### src/rtl/fb_pkg.sv
// fb_pkg: shared state encoding and sizing helpers for the frame-buffer write controller.
package fb_pkg;
    typedef enum logic [1:0] {IDLE, WAIT_FS, CAPTURE} state_t;
    function automatic int frame_words(input int words_per_line, input int lines);
        return words_per_line * lines;
    endfunction
    function automatic int cnt_w(input int max_val);
        return $clog2(max_val + 1);
    endfunction
endpackage

### src/rtl/framebuf_write_ctrl_if.sv
// framebuf_write_ctrl_if: capture control, pixel stream and RAM write port, named from the controller's side.
interface framebuf_write_ctrl_if #(parameter int ADDR_W = 18);
    logic i_arm, i_continuous, i_clear_err, i_frame_start, i_frame_end, i_pix_valid;
    logic [31:0] i_pix_data;
    logic o_ram_we;
    logic [ADDR_W-1:0] o_ram_addr;
    logic [31:0] o_ram_data;
    logic o_wr_bank, o_rd_bank, o_busy, o_frame_done, o_short_frame, o_overflow;
    modport master (
        output i_arm, i_continuous, i_clear_err, i_frame_start, i_frame_end, i_pix_valid, i_pix_data,
        input o_ram_we, o_ram_addr, o_ram_data, o_wr_bank, o_rd_bank, o_busy, o_frame_done,
        o_short_frame, o_overflow
    );
    modport slave (
        input i_arm, i_continuous, i_clear_err, i_frame_start, i_frame_end, i_pix_valid, i_pix_data,
        output o_ram_we, o_ram_addr, o_ram_data, o_wr_bank, o_rd_bank, o_busy, o_frame_done,
        o_short_frame, o_overflow
    );
endinterface

### src/rtl/fb_addr_gen.sv
// fb_addr_gen: saturating word counter plus bank-base adder producing the registered RAM address.
module fb_addr_gen
    import fb_pkg::*;
#(
    parameter int FW     = 8,
    parameter int ADDR_W = 4,
    parameter int CW     = cnt_w(FW)
) (
    input  logic              clk,
    input  logic              reset,
    input  logic              i_pre_clr,
    input  logic              i_post_clr,
    input  logic              i_en,
    input  logic              i_bank,
    output logic [CW-1:0]     o_cnt,
    output logic [CW-1:0]     o_cnt_nxt,
    output logic              o_accept,
    output logic              o_over,
    output logic [ADDR_W-1:0] o_addr
);
    logic [CW-1:0]     r_cnt;
    logic [ADDR_W-1:0] r_addr;
    logic [CW-1:0]     w_cnt_eff;
    // A frame starting this cycle counts from zero, so a coincident pixel lands at word 0.
    assign w_cnt_eff = i_pre_clr ? '0 : r_cnt;
    assign o_accept  = i_en && (w_cnt_eff != CW'(FW));
    assign o_over    = i_en && (w_cnt_eff == CW'(FW));
    assign o_cnt_nxt = w_cnt_eff + CW'(o_accept);
    assign o_cnt     = r_cnt;
    assign o_addr    = r_addr;
    always_ff @(posedge clk or negedge reset) begin
        if (!reset) begin
            r_cnt  <= '0;
            r_addr <= '0;
        end else begin
            r_cnt <= i_post_clr ? '0 : o_cnt_nxt;
            if (o_accept) r_addr <= ADDR_W'(i_bank ? FW : 0) + ADDR_W'(w_cnt_eff);
        end
    end
endmodule

### src/rtl/framebuf_write_ctrl.sv
// framebuf_write_ctrl: aligns pixel-word capture to frame_start, writes one of two ping-pong banks,
// and hands a bank to the display side only after an exact-length, error-free frame.
module framebuf_write_ctrl
    import fb_pkg::*;
#(
    parameter int WORDS_PER_LINE = 160,
    parameter int LINES          = 480,
    parameter int ADDR_W         = 18
) (
    input logic                  clk,
    input logic                  reset,
    framebuf_write_ctrl_if.slave bus
);
    localparam int FW = frame_words(WORDS_PER_LINE, LINES);
    localparam int CW = cnt_w(FW);
    state_t r_state, w_state_nxt;
    logic r_wr_bank, r_rd_bank, r_frame_done, r_short, r_overflow, r_bad, r_ram_we;
    logic [31:0] r_ram_data;
    logic w_in_cap, w_in_wait, w_start_new, w_end, w_pre_clr, w_post_clr, w_en;
    logic w_accept, w_over, w_bad, w_swap, w_short;
    logic [CW-1:0] w_cnt, w_cnt_nxt;
    logic [ADDR_W-1:0] w_addr;
    assign w_in_cap    = r_state == CAPTURE;
    assign w_in_wait   = r_state == WAIT_FS;
    assign w_start_new = (w_in_cap || w_in_wait) && bus.i_frame_start;
    assign w_end       = w_in_cap && bus.i_frame_end;
    // With frame_end present, a coincident pixel belongs to the closing frame; the counter clears after it.
    assign w_pre_clr   = bus.i_frame_start && (w_in_wait || (w_in_cap && !bus.i_frame_end));
    assign w_post_clr  = w_in_cap && bus.i_frame_start && bus.i_frame_end;
    assign w_en        = bus.i_pix_valid && (w_in_cap || (w_in_wait && bus.i_frame_start));
    assign w_bad       = r_bad || w_over;
    assign w_swap      = w_end && (w_cnt_nxt == CW'(FW)) && !w_bad;
    assign w_short     = (w_end && (w_cnt_nxt < CW'(FW))) ||
                         (w_in_cap && bus.i_frame_start && !bus.i_frame_end && (w_cnt < CW'(FW)));
    fb_addr_gen #(.FW(FW), .ADDR_W(ADDR_W), .CW(CW)) u_addr_gen (
        .clk        (clk),
        .reset      (reset),
        .i_pre_clr  (w_pre_clr),
        .i_post_clr (w_post_clr),
        .i_en       (w_en),
        .i_bank     (r_wr_bank),
        .o_cnt      (w_cnt),
        .o_cnt_nxt  (w_cnt_nxt),
        .o_accept   (w_accept),
        .o_over     (w_over),
        .o_addr     (w_addr)
    );
    always_comb begin
        w_state_nxt = r_state;
        case (r_state)
            IDLE:    w_state_nxt = (bus.i_arm || bus.i_continuous) ? WAIT_FS : IDLE;
            WAIT_FS: w_state_nxt = bus.i_frame_start ? CAPTURE : WAIT_FS;
            CAPTURE: w_state_nxt = !bus.i_frame_end ? CAPTURE :
                                   bus.i_frame_start ? CAPTURE :
                                   bus.i_continuous ? WAIT_FS : IDLE;
            default: w_state_nxt = IDLE;
        endcase
    end
    always_ff @(posedge clk or negedge reset) begin
        if (!reset) begin
            r_state      <= IDLE;
            r_wr_bank    <= 1'b0;
            r_rd_bank    <= 1'b1;
            r_frame_done <= 1'b0;
            r_short      <= 1'b0;
            r_overflow   <= 1'b0;
            r_bad        <= 1'b0;
            r_ram_we     <= 1'b0;
            r_ram_data   <= '0;
        end else begin
            r_state      <= w_state_nxt;
            r_frame_done <= w_swap;
            r_short      <= w_short || (r_short && !bus.i_clear_err);
            r_overflow   <= w_over || (r_overflow && !bus.i_clear_err);
            r_bad        <= w_start_new ? 1'b0 : w_bad;
            r_ram_we     <= w_accept;
            if (w_accept) r_ram_data <= bus.i_pix_data;
            if (w_swap) begin
                r_rd_bank <= r_wr_bank;
                r_wr_bank <= ~r_wr_bank;
            end
        end
    end
    assign bus.o_ram_we      = r_ram_we;
    assign bus.o_ram_addr    = w_addr;
    assign bus.o_ram_data    = r_ram_data;
    assign bus.o_wr_bank     = r_wr_bank;
    assign bus.o_rd_bank     = r_rd_bank;
    assign bus.o_busy        = r_state != IDLE;
    assign bus.o_frame_done  = r_frame_done;
    assign bus.o_short_frame = r_short;
    assign bus.o_overflow    = r_overflow;
endmodule
### src/flat_wrapper.sv
// flat-port wrapper written by rule: the top's interface ports become plain ports
module framebuf_write_ctrl_flat import fb_pkg::*;
#(
    parameter int WORDS_PER_LINE = 160,
    parameter int LINES          = 480,
    parameter int ADDR_W         = 18
)
  (clk, reset, bus_i_arm, bus_i_continuous, bus_i_clear_err, bus_i_frame_start, bus_i_frame_end, bus_i_pix_valid, bus_i_pix_data, bus_o_ram_we, bus_o_ram_addr, bus_o_ram_data, bus_o_wr_bank, bus_o_rd_bank, bus_o_busy, bus_o_frame_done, bus_o_short_frame, bus_o_overflow);
  framebuf_write_ctrl_if #(.ADDR_W(ADDR_W)) bus_i ();
  input logic clk;
  input logic reset;
  input wire logic [$bits(bus_i.i_arm)-1:0] bus_i_arm;
  input wire logic [$bits(bus_i.i_continuous)-1:0] bus_i_continuous;
  input wire logic [$bits(bus_i.i_clear_err)-1:0] bus_i_clear_err;
  input wire logic [$bits(bus_i.i_frame_start)-1:0] bus_i_frame_start;
  input wire logic [$bits(bus_i.i_frame_end)-1:0] bus_i_frame_end;
  input wire logic [$bits(bus_i.i_pix_valid)-1:0] bus_i_pix_valid;
  input wire logic [$bits(bus_i.i_pix_data)-1:0] bus_i_pix_data;
  output wire logic [$bits(bus_i.o_ram_we)-1:0] bus_o_ram_we;
  output wire logic [$bits(bus_i.o_ram_addr)-1:0] bus_o_ram_addr;
  output wire logic [$bits(bus_i.o_ram_data)-1:0] bus_o_ram_data;
  output wire logic [$bits(bus_i.o_wr_bank)-1:0] bus_o_wr_bank;
  output wire logic [$bits(bus_i.o_rd_bank)-1:0] bus_o_rd_bank;
  output wire logic [$bits(bus_i.o_busy)-1:0] bus_o_busy;
  output wire logic [$bits(bus_i.o_frame_done)-1:0] bus_o_frame_done;
  output wire logic [$bits(bus_i.o_short_frame)-1:0] bus_o_short_frame;
  output wire logic [$bits(bus_i.o_overflow)-1:0] bus_o_overflow;
  assign bus_i.i_arm = bus_i_arm;
  assign bus_i.i_continuous = bus_i_continuous;
  assign bus_i.i_clear_err = bus_i_clear_err;
  assign bus_i.i_frame_start = bus_i_frame_start;
  assign bus_i.i_frame_end = bus_i_frame_end;
  assign bus_i.i_pix_valid = bus_i_pix_valid;
  assign bus_i.i_pix_data = bus_i_pix_data;
  assign bus_o_ram_we = bus_i.o_ram_we;
  assign bus_o_ram_addr = bus_i.o_ram_addr;
  assign bus_o_ram_data = bus_i.o_ram_data;
  assign bus_o_wr_bank = bus_i.o_wr_bank;
  assign bus_o_rd_bank = bus_i.o_rd_bank;
  assign bus_o_busy = bus_i.o_busy;
  assign bus_o_frame_done = bus_i.o_frame_done;
  assign bus_o_short_frame = bus_i.o_short_frame;
  assign bus_o_overflow = bus_i.o_overflow;
  framebuf_write_ctrl #(.WORDS_PER_LINE(WORDS_PER_LINE), .LINES(LINES), .ADDR_W(ADDR_W)) u_core (.clk(clk), .reset(reset), .bus(bus_i));
endmodule
### config.mk
export PLATFORM = sky130hd
export DESIGN_NAME = framebuf_write_ctrl_flat
export DESIGN_NICKNAME = d
export VERILOG_FILES = /design/src/rtl/fb_pkg.sv /design/src/rtl/framebuf_write_ctrl_if.sv /design/src/rtl/fb_addr_gen.sv /design/src/rtl/framebuf_write_ctrl.sv /design/src/flat_wrapper.sv
export SDC_FILE = /design/constraint.sdc
export NUM_CORES = 1
export LEC_CHECK = 0
export ABC_AREA = 1
export CAP_MARGIN = 25
export CORE_MARGIN = 4
export CORE_UTILIZATION = 40
export DETAILED_ROUTE_END_ITERATION = 12
export HOLD_SLACK_MARGIN = 0.08
export PLACE_DENSITY = 0.66
export SETUP_SLACK_MARGIN = 0.05
export SLEW_MARGIN = 20
export SYNTH_ARGS = -nofsm -noshare
export SYNTH_HDL_FRONTEND = slang
export SYNTH_SLANG_ARGS = --single-unit
### constraint.sdc
create_clock -name clk -period 3.5 [get_ports clk]
set_input_delay 0.7 -clock clk [delete_from_list [all_inputs] [get_ports clk]]
set_output_delay 0.7 -clock clk [all_outputs]
set_load 0.03 [all_outputs]
==> summary.txt, run 1 <==
Critical path
  – Cell family with most CP delay: simple AND/OR/NAND/NOR gates
  – R2R cell count: 23
  – Crit path top cell by count: nand2_1
  – Crit-path cells: clkdlybuf4s50_1, nand3_2, nand2_4, nor2_4, nand3_1, nand2_2, inv_2, ha_1, ha_1, nand2_1, inv_1, nand4_2, nor2_4, nand2_1, nand2_1, nand2_1, nor2_1, nand3_1, nor2_2, nand2_1, nand2_1, nand2_1
  – Reg2reg setup slack: between 0.5 and 0.6 ns
  – Crit. Startpoint: bus_i_frame_start
  – CP max stage cell: clkdlybuf4s50_1
  – Crit path DAT: 3.38 ns
  – Worst R2R Start: u_core.r_state[0]
  – Critical Path RT: around 3.8 ns
  – CP Depth: 22
  – Crit path kind: primary input to flop
  – Slowest stage delay, CP: roughly 0.56 ns
  – Worst Setup End Kind: flop
  – Worst path bufs/invs: 3
  – FF-to-FF End: u_core.bus.o_wr_bank
  – Worst-path maximum fanout: 6
  – Startpoint Class: primary input

Synth
  – Post-Syn Instances: around 500
  – Synth Flop Type: dfrtp_1
  – Share of the synthesized area in the top cell type: 46.5%
  – Post-synthesis cell type count: 36
  – Syn Nets: ~550
  – Post-synth top area cell: dfrtp_1
  – Post-synth EDFFs: 0
  – Area contributors post-synth: dfrtp_1 46%, nand2_1 18%, inv_1 4.6%, nand3_1 3.5%, nor2_1 3.4%
  – Synth async-reset ratio: 100%
  – #FFs+latches synth: 76
  – Avg Inst Size Synth: between 8 and 9 um^2
  – Sequential element share of the synthesized area: between 40% and 50%
  – Synth Warn #: 0
  – Synthesized cell area: a little over 4000 um^2

Finish
  – Layout cells sized above 1: between 10% and 20%
  – Seq. cell area: about 1900 um^2
  – Layout Cells excl Fill: between 700 and 800
  – Final Cell Area: 5390 um^2
  – Commonest non-fill, non-tap cell in the layout: nand2_1
  – Area of the multi-input gates: between 1500 and 2000 um^2
  – Most frequent cells in the layout: 189 x nand2_1, 95 x clkdlybuf4s50_1, 75 x dfrtp_1
  – Fill cell count: roughly 980
  – Net count reported at finish: 653
  – Area grow syn2layout: 33.5%
  – # diodes: 0

Floorplan
  – Number of I/O pins: slightly below 100
  – Area of the core: approximately 10000 um^2
  – Die Span Y: between 100 and 150 um
  – Total die area: about 12,000 um^2
  – Core Rows: 36
  – Die X-Extent: about 110 um
  – Initial core utilization: 41.1%

Drt
  – Post-route ant nets: 0
  – WL per Instance: between 10 and 15 um
  – DR iter-0 viols: 173
  – Pre-antenna DRT Iters: 4
  – Via count: approximately 3,500
  – Average via count per standard cell: ~4.7
  – Drt total wl: 10,200 um
  – Drt drc: 0

STA
  – Min Tclk post-route: between 3 and 4 ns
  – Final Hold Viols: 0
  – Setup violators final: 0
  – Clock Skew: ~0.012 ns
  – Fmax: approximately 320 MHz
  – RSZ-0062 raised after global routing: false
  – Rel. slew slack: about three fifths
  – Max Slew Vio Count: 0
  – Final Cycle Share: between 80% and 90%
  – Setup_tns: 0 ns
  – Least-Margin Pin Slew: approximately 0.6 ns

Power and ir drop
  – Leak: 2.70 nW
  – Worst VDD drop: around 0.4 mV
  – Total power divided by cell area: ~660 nW/um^2

CTS
  – Clk_lat worst skew: ~0.36 ns
  – Setup Buffers After CTS: 0
  – Clk sinks: 76
  – Worst-path clk slew: about 0.09 ns
  – CTS root buf: clkbuf_8
  – # hold bufs at CTS: 0
  – Deepest clock path buffer count: 2
  – CTS resizes: 0
  – Htree depth: 3
  – TritonCTS buffer count: 9
  – CTS tree: built

Global route
  – Grt ovf: 0
  – Initial antenna violation count: 0
  – Vias in the first global route: approximately 3,500
  – Largest net degree at the start of global routing: 77
  – First-pass GRT wire length: 17,300 um
  – Overall Global Routing Usage: 18.7%

Place
  – # port buffers: 96
  – Dpl hpwl: around 7500 um
  – Final Wtd Congestion: between 0.9 and 1
  – Placed Cells incl. Taps: slightly above 700
  – DP Area: around 5100 um^2

Min path
  – Min-Delay Path Class: primary input to asynchronous set/reset pin

Status
  – Outcome: finished, final reports clean

Run
  – # Max-Cap Violations: 0
-- area by class of cell --
cell class | count | share of cell area (%)
Clock buffer | 10 | 2.37
Clock inverter | 6 | 1.76
Inverter | 59 | 4.11
Multi-Input combinational cell | 348 | 33.4
Sequential cell | 76 | 35.3
Tap cell | 133 | 3.09
Timing Repair Buffer | 108 | 19.9
-- worst register-to-register path: cells and delay by family, from the launching register on --
kind,cells,cell delay [ns]
DFF,1,0.41
buffers and inverters,3,0.23
adders and majority gates,3,0.58
and+or+nand+nor,17,1.66
-- kinds of logic (layout without fill, tap and decap cells) --
| family | count (synthesis) | count (layout) | synth area share, % |
|---|---|---|---|
| compound gates | 34 | 34 | 4.65 |
| xor+xnor | 4 | 4 | 0.868 |
| fa+ha+maj | 11 | 11 | 3.59 |
| buf+inv | 74 | 183 | 8.21 |
| flops | 76 | 76 | 47.1 |
| simple gates | 299 | 299 | 35.5 |
-- metrics by stage --
stage               total power [mW]  setup WS [ns]  util (%)  hold WS [ns]
finish                          3.55          0.365      54.9         0.282
global route                    3.78         0.0607      54.9         0.309
CTS                             3.59          0.388      54.7         0.487
detailed placement              2.82        0.00494      52.4         0.464
global placement                2.79          0.101      52.4         0.461
floorplan                       2.18          0.403         -         0.404
-- how the worst max path moves through the flow --
| stage | endpoint | slack, ns |
|---|---|---|
| final | u_core.bus.o_wr_bank | 0.37 |
| after global placement | u_core.bus.o_wr_bank | 0.10 |
| after detailed placement | u_core.bus.o_wr_bank | 0.005 |
| after floorplan | u_core.bus.o_wr_bank | 0.40 |
| after global routing | u_core.bus.o_rd_bank | 0.06 |
| after CTS | u_core.bus.o_wr_bank | 0.39 |
-- report_power, final --
| part | switching, mW | internal (mW) |
|---|---|---|
| logic | 0.962 | 0.596 |
| registers | 0.125 | 1.10 |
| clock network | 0.351 | 0.409 |
-- sequential cells by signal, indices dropped and copies added (netlist names), 2 cells and up --
register	count
u_core.bus.o_ram_data	32
u_core.u_addr_gen.o_addr	18
u_core.u_addr_gen.o_cnt	17
u_core.r_state	2
-- routing by layer --
layer | vias up | GRT usage, % | routed length [um]
li1 | 1770 | - | -
met1 | 1613 | 25.4 | 4730
met2 | 72 | 30.1 | 4880
met3 | 14 | 2.69 | 430
met4 | 0 | 7.48 | 177
met5 | - | 0 | 0
-- cell usage after synthesis, types with 2 or more instances --
master,count
nand4_1,15
o21ai_0,16
a21oi_1,11
nand2_1,189
nand3_2,2
nand2_2,5
nand3_1,28
dfrtp_1,75
buf_2,2
buf_12,2
nand4_4,4
nand2_4,2
nand3_4,3
ha_1,10
xor2_1,3
nor2_1,37
nor2_2,4
inv_2,9
nor2_4,6
inv_1,50
clkbuf_1,6
buf_4,5
No activity file was read; power rests on OpenSTA's default activity.
==> inputs of run 2 (changes only) <==
--- a/config.mk
+++ b/config.mk
@@ -5,7 +5,6 @@
 export SDC_FILE = /design/constraint.sdc
 export NUM_CORES = 1
 export LEC_CHECK = 0
-export ABC_AREA = 1
 export CAP_MARGIN = 25
 export CORE_MARGIN = 4
 export CORE_UTILIZATION = 40
@@ -13,6 +12,7 @@
 export HOLD_SLACK_MARGIN = 0.08
 export PLACE_DENSITY = 0.66
 export SETUP_SLACK_MARGIN = 0.05
+export SKIP_CTS_REPAIR_TIMING = 1
 export SLEW_MARGIN = 20
 export SYNTH_ARGS = -nofsm -noshare
 export SYNTH_HDL_FRONTEND = slang
==> run 2 against run 1 <==
Final area is 0.21% lower. Critical path depth is 8 lower. Global-route usage is 0.87 points lower. Clock skew is 0.0037 ns lower. Sequential power hardly changed. Sequential share of layout area is 0.074 points higher. Critical path type unchanged. Critical endpoint is now u_core.bus.o_rd_bank. Largest cell class unchanged.
==> summary.txt, run 2 <==
Status
  – Outcome: finished, final reports clean

Finish
  – Layout Cells excl Fill: 674
  – Max reg flops: 32
  – # diodes: 0
  – Area grow syn2layout: 39.7%
  – Most frequent cells in the layout: 136 x nand2_1, 94 x clkdlybuf4s50_1, 75 x dfrtp_1
  – Final Core Density: about 58%
  – Commonest non-fill, non-tap cell in the layout: nand2_1
  – Final Cell Area: roughly 5400 um^2
  – Layout cells sized above 1: 14.9%
  – Net count reported at finish: 591

CTS
  – Htree depth: 3
  – CTS root buf: clkbuf_8
  – Deepest clock path buffer count: 2
  – Clk_lat worst skew: 0.35 ns
  – Clk sinks: 76
  – Worst-path clk slew: ~0.080 ns
  – CTS tree: built
  – TritonCTS buffer count: 9

STA
  – Setup violators final: 0
  – Max Slew Vio Count: 0
  – Min Tclk post-route: between 3 and 4 ns
  – Least-Margin Pin Slew: 0.658 ns
  – Rel. slew slack: 56.1%
  – Clock Skew: 0.00815 ns
  – Final Cycle Share: around 93%
  – Final Hold Viols: 0
  – Fmax: between 300 and 400 MHz
  – Min Hold Slack: 0.227 ns
  – RSZ-0062 raised after global routing: false

Critical path
  – CP max stage cell: clkdlybuf4s50_1
  – Slowest stage delay, CP: around 0.52 ns
  – Crit path kind: primary input to flop
  – Startpoint Class: primary input
  – Worst-path maximum fanout: 6
  – Worst Setup End Kind: flop
  – R2R cell count: 14
  – Crit-path cells: clkdlybuf4s50_1, o21ai_4, and2_4, a211o_2, inv_4, ha_4, ha_4, nand4_1, nor2_1, and4bb_1, nor3_1, a31o_1, nand4_2, mux2_4
  – Crit path DAT: roughly 3.5 ns
  – Critical Path RT: 3.78 ns
  – Crit path top cell by count: ha_4

Min path
  – Min-Delay Path Class: primary input to asynchronous set/reset pin

Synth
  – Post-Syn Instances: 421
  – Post-synth top area cell: dfrtp_1
  – Sequential element share of the synthesized area: between 40% and 50%
  – Synth Warn #: 0
  – Post-synthesis cell type count: 61
  – Synthesized cell area: approximately 3800 um^2
  – Top post-synthesis cells by count: 136 x nand2_1, 75 x dfrtp_1, 26 x nor2_1
  – #FFs+latches synth: 76
  – Share of the synthesized area in the top cell type: around 49%
  – Synth Flop Type: dfrtp_1
  – Syn Nets: 472
  – Area contributors post-synth: dfrtp_1 49%, nand2_1 13%, ha_1 3.2%, xor2_1 2.7%, nor2_1 2.5%
  – Count leader, synth: nand2_1
  – Post-synth EDFFs: 0
  – Avg Inst Size Synth: roughly 9.1 um^2
  – Synth async-reset ratio: 100%

Floorplan
  – Area of the core: between 9000 and 10,000 um^2
  – Total die area: about 11,000 um^2
  – Initial core utilization: between 40% and 50%
  – Core Rows: 35
  – Die Span Y: ~110 um
  – Die X-Extent: 106 um
  – Number of I/O pins: 97

Power and ir drop
  – Leak: 2.50 nW
  – Total power divided by cell area: roughly 640 nW/um^2
  – Worst VDD drop: between 0.2 and 0.3 mV
  – Overall Power: about 3.5 mW

Drt
  – Drt total wl: approximately 9800 um
  – Post-route ant nets: 0
  – Wl on met1: 4550 um
  – Drt drc: 0
  – Met3 routed wirelength: between 500 and 600 um
  – WL per Instance: 14.5 um
  – Max Used Layer: met4
  – Pre-antenna DRT Iters: 4
  – Average via count per standard cell: 4.94
  – DR iter-0 viols: 130
  – Via count: between 3,000 and 4,000
  – Met2 routed WL: 4510 um

Global route
  – Overall Global Routing Usage: 17.8%
  – Vias in the first global route: around 3,300
  – Largest net degree at the start of global routing: 77
  – Initial antenna violation count: 0
  – First-pass GRT wire length: ~16,000 um
  – Grt ovf: 0

Place
  – # port buffers: 96
  – Final Wtd Congestion: between 0.8 and 0.9
  – DP Area: roughly 5100 um^2
  – Placed Cells incl. Taps: around 660
  – Dpl hpwl: approximately 7000 um

Run
  – # Max-Cap Violations: 0
run 2: metrics by stage:
stage          TNS [ns]  worst slack (ns)
6_report              0             0.259
5_1_grt               0            0.0983
4_1_cts               0             0.120
3_5_place_dp     -0.717            -0.252
3_3_place_gp     -0.418            -0.182
2_1_floorplan         0            0.0592
run 2: routing by layer:
metal  GRT usage [%]  up-vias
met5               0        -
met4            5.09        0
met3            4.80       13
met2            28.4      104
met1            23.9     1585
li1                -     1628
run 2: kinds of logic (layout without fill, tap and decap cells):
kind of cell	Yosys count	in the layout	share of synthesized area, %
and+or+nand+nor	225	225	27.7
DFF	76	76	49.4
AOI/OAI and AO/OA	50	50	8.32
adders and majority gates	11	11	3.77
buffers and inverters	35	159	4.97
muxes	4	4	1.27
xor gates and xnor gates	20	20	4.55
run 2: path summary, 6_finish.rpt:
path / slack (ns) / startpoint / end
setup reg to reg: 0.29 / u_core.u_addr_gen.o_cnt[10] / u_core.bus.o_rd_bank
max in group asynchronous: 2.71 / reset / u_core.r_bad
hold / removal: 0.23 / reset / u_core.bus.o_ram_data[8]
setup / recovery: 0.26 / bus_i_frame_start / u_core.bus.o_rd_bank
min in group clk: 0.48 / u_core.bus.o_ram_data[7] / u_core.bus.o_ram_data[7]
hold reg to reg: 0.48 / u_core.bus.o_ram_data[7] / u_core.bus.o_ram_data[7]
run 2: area by class of cell:
class / instances / area (um^2)
multi-input combinational: 310 / 1800
clock buffer: 10 / 138
fill: 862 / 3910
timing repair buffer: 134 / 1270
tap: 129 / 161
inverter: 9 / 36.3
clock inverter: 6 / 70.1
sequential: 76 / 1900
run 2: critical path, delay by kind of cell:
family | cells | cell delay (ns)
AOI/OAI and AO/OA | 3 | 0.65
and+or+nand+nor | 6 | 0.98
adders and majority gates | 2 | 0.28
buffers and inverters | 2 | 0.59
muxes | 1 | 0.30
run 2: power by group:
part / total (mW) / internal [mW] / switching (mW)
registers: 1.21 / 1.09 / 0.114
logic: 1.54 / 0.612 / 0.931
clock network: 0.705 / 0.355 / 0.350
total: 3.46 / 2.06 / 1.40
==> inputs of run 3 (changes only) <==
--- a/config.mk
+++ b/config.mk
@@ -5,6 +5,7 @@
 export SDC_FILE = /design/constraint.sdc
 export NUM_CORES = 1
 export LEC_CHECK = 0
+export ABC_AREA = 1
 export CAP_MARGIN = 25
 export CORE_MARGIN = 4
 export CORE_UTILIZATION = 40
@@ -13,7 +14,7 @@
 export PLACE_DENSITY = 0.66
 export SETUP_SLACK_MARGIN = 0.05
 export SKIP_CTS_REPAIR_TIMING = 1
-export SLEW_MARGIN = 20
+export SLEW_MARGIN = 40
 export SYNTH_ARGS = -nofsm -noshare
 export SYNTH_HDL_FRONTEND = slang
 export SYNTH_SLANG_ARGS = --single-unit
==> run 3 against run 2 <==
Clock-buffer cell count increased by 1. Final area decreased by 0.60%. Setup slack gained 0.15 ns. First-iteration DRC count grew 45%. Wire length is 3.9% higher. Sequential share of layout area grew 0.22 points.
==> summary.txt, run 3 (synthesis results as in run 1) <==
Status
  – Outcome: finished, final reports clean

Drt
  – Pre-antenna DRT Iters: 5
  – Drt total wl: 10,200 um
  – Average via count per standard cell: around 4.7
  – Post-route ant nets: 0
  – Drt drc: 0
  – DR iter-0 viols: 189
  – Via count: roughly 3,500
  – WL per Instance: ~14 um

Floorplan
  – Core Rows: 36
  – Total die area: 11,800 um^2
  – Die Span Y: ~110 um
  – Number of I/O pins: between 90 and 100
  – Area of the core: just under 10,000 um^2
  – Die X-Extent: 108 um
  – Initial core utilization: between 40% and 50%

Critical path
  – Crit-path cells: clkdlybuf4s50_1, inv_2, nand3_2, nand2_4, nor2_4, nand3_1, nand2_2, inv_2, ha_1, ha_1, nand2_1, inv_1, nand4_2, nor2_4, nand2_1, nand2_1, nand2_1, nor2_1, nand3_1, nor2_2, nand2_1, nand2_1, nand2_1
  – Worst Setup End Kind: flop
  – Worst R2R Start: u_core.r_state[0]
  – Critical Path RT: around 3.7 ns
  – Worst path bufs/invs: 4
  – Crit path kind: primary input to flop
  – Startpoint Class: primary input
  – CP max stage cell: clkdlybuf4s50_1
  – Slowest stage delay, CP: 0.46 ns
  – Crit path DAT: ~3.3 ns
  – Crit path top cell by count: nand2_1
  – Worst-path maximum fanout: 6
  – R2R cell count: 23
  – FF-to-FF End: u_core.bus.o_wr_bank
  – Reg2reg setup slack: about 0.50 ns
  – Cell family with most CP delay: simple AND/OR/NAND/NOR gates

STA
  – Max Slew Vio Count: 0
  – Final Hold Viols: 0
  – Setup violators final: 0
  – Post-route setup slack: ~0.41 ns
  – Setup_tns: 0 ns
  – Clock Skew: about 0.014 ns
  – RSZ-0062 raised after global routing: false
  – Fmax: 324 MHz
  – Least-Margin Pin Slew: approximately 0.7 ns
  – Final Cycle Share: between 80% and 90%
  – Rel. slew slack: between 50% and 60%
  – Min Tclk post-route: just over 3 ns

Finish
  – Final Cell Area: ~5300 um^2
  – Max reg flops: 32
  – Commonest non-fill, non-tap cell in the layout: nand2_1
  – Net count reported at finish: about 650
  – Area grow syn2layout: 32.4%
  – Layout cells sized above 1: ~11%
  – Most frequent cells in the layout: 189 x nand2_1, 94 x clkdlybuf4s50_1, 75 x dfrtp_1
  – Fill cell count: 999
  – # diodes: 0
  – Final Core Density: between 50% and 60%

Place
  – DP Worst Slack: -0.00309 ns
  – # port buffers: between 90 and 100
  – DP Area: 5150 um^2
  – Dpl hpwl: approximately 7500 um
  – Final Wtd Congestion: roughly 0.92

Power and ir drop
  – Leak: between 2 and 3 nW
  – Total power divided by cell area: approximately 650 nW/um^2
  – Worst VDD drop: between 0.3 and 0.4 mV

CTS
  – Deepest clock path buffer count: 2
  – Worst-path clk slew: 0.09 ns
  – TritonCTS buffer count: 9
  – CTS root buf: clkbuf_8
  – CTS tree: built
  – Clk_lat worst skew: about 0.36 ns
  – Clk sinks: 76
  – Htree depth: 3

Global route
  – Largest net degree at the start of global routing: between 70 and 80
  – Grt ovf: 0
  – Initial antenna violation count: 0
  – Vias in the first global route: around 3,600
  – First-pass GRT wire length: ~17,000 um
  – Overall Global Routing Usage: between 10% and 20%

Run
  – # Max-Cap Violations: 0

Min path
  – Min-Delay Path Class: primary input to asynchronous set/reset pin
-- run 3: changes by cell type in the layout (fill, tap and decap cells not counted), moves of 9 or more --
cell	change
xor2_1	-9
inv_2	+9
nand3_1	+20
nor2_1	+11
inv_1	+42
nand2_1	+53
buf_4	-28
-- run 3: layout make-up --
cell class                      instances  area [um^2]  area share [%]
Clock buffer                           11          131            2.46
Sequential cell                        76         1900            35.6
Tap cell                              133          166            3.11
Timing Repair Buffer                  107         1060            19.8
Clock inverter                          5         61.3            1.15
Multi-Input combinational cell        348         1800            33.7
Inverter                               59          221            4.14
-- run 3: worst max path at each step --
stage | from | endpoint | slack (ns) | depth (start not counted)
2_1_floorplan | bus_i_frame_end | u_core.bus.o_wr_bank | 0.40 | 24
3_3_place_gp | bus_i_frame_start | u_core.bus.o_wr_bank | 0.10 | 22
3_5_place_dp | bus_i_frame_start | u_core.bus.o_wr_bank | -0.003 | 22
4_1_cts | bus_i_frame_start | u_core.bus.o_wr_bank | 0.38 | 22
5_1_grt | bus_i_frame_end | u_core.bus.o_rd_bank | 0.1 | 24
6_report | bus_i_frame_end | u_core.bus.o_wr_bank | 0.41 | 23
-- run 3: per-stage QoR --
| stage | power [mW] | hold slack (ns) | cells |
|---|---|---|---|
| after floorplan | 2.18 | 0.404 | 498 |
| after global placement | 2.79 | 0.461 | 723 |
| after detailed placement | 2.82 | 0.464 | 723 |
| after CTS | 3.52 | 0.392 | 739 |
| after global routing | 3.70 | 0.418 | 739 |
| final | 3.46 | 0.369 | 739 |
-- run 3: routing by layer --
metal	track usage, %	share of wire (%)
met4	6.67	1.9
met1	26.0	46
met5	0	0
met2	29.6	47
met3	4.24	4.5
-- run 3: worst register-to-register path, delay by kind of cell, from the launching register on --
kind / cells / cell delay [ns]
adders and majority gates: 3 / 0.58
buffers and inverters: 3 / 0.23
and+or+nand+nor: 17 / 1.67
DFF: 1 / 0.41
-- run 3: power by group --
part           total (mW)  switching (mW)  internal [mW]  leakage, nW
clock               0.679           0.346          0.333       0.0862
sequential           1.23           0.124           1.10         1.00
combinational        1.55           0.960          0.594         1.59
total                3.46            1.43           2.03         2.68
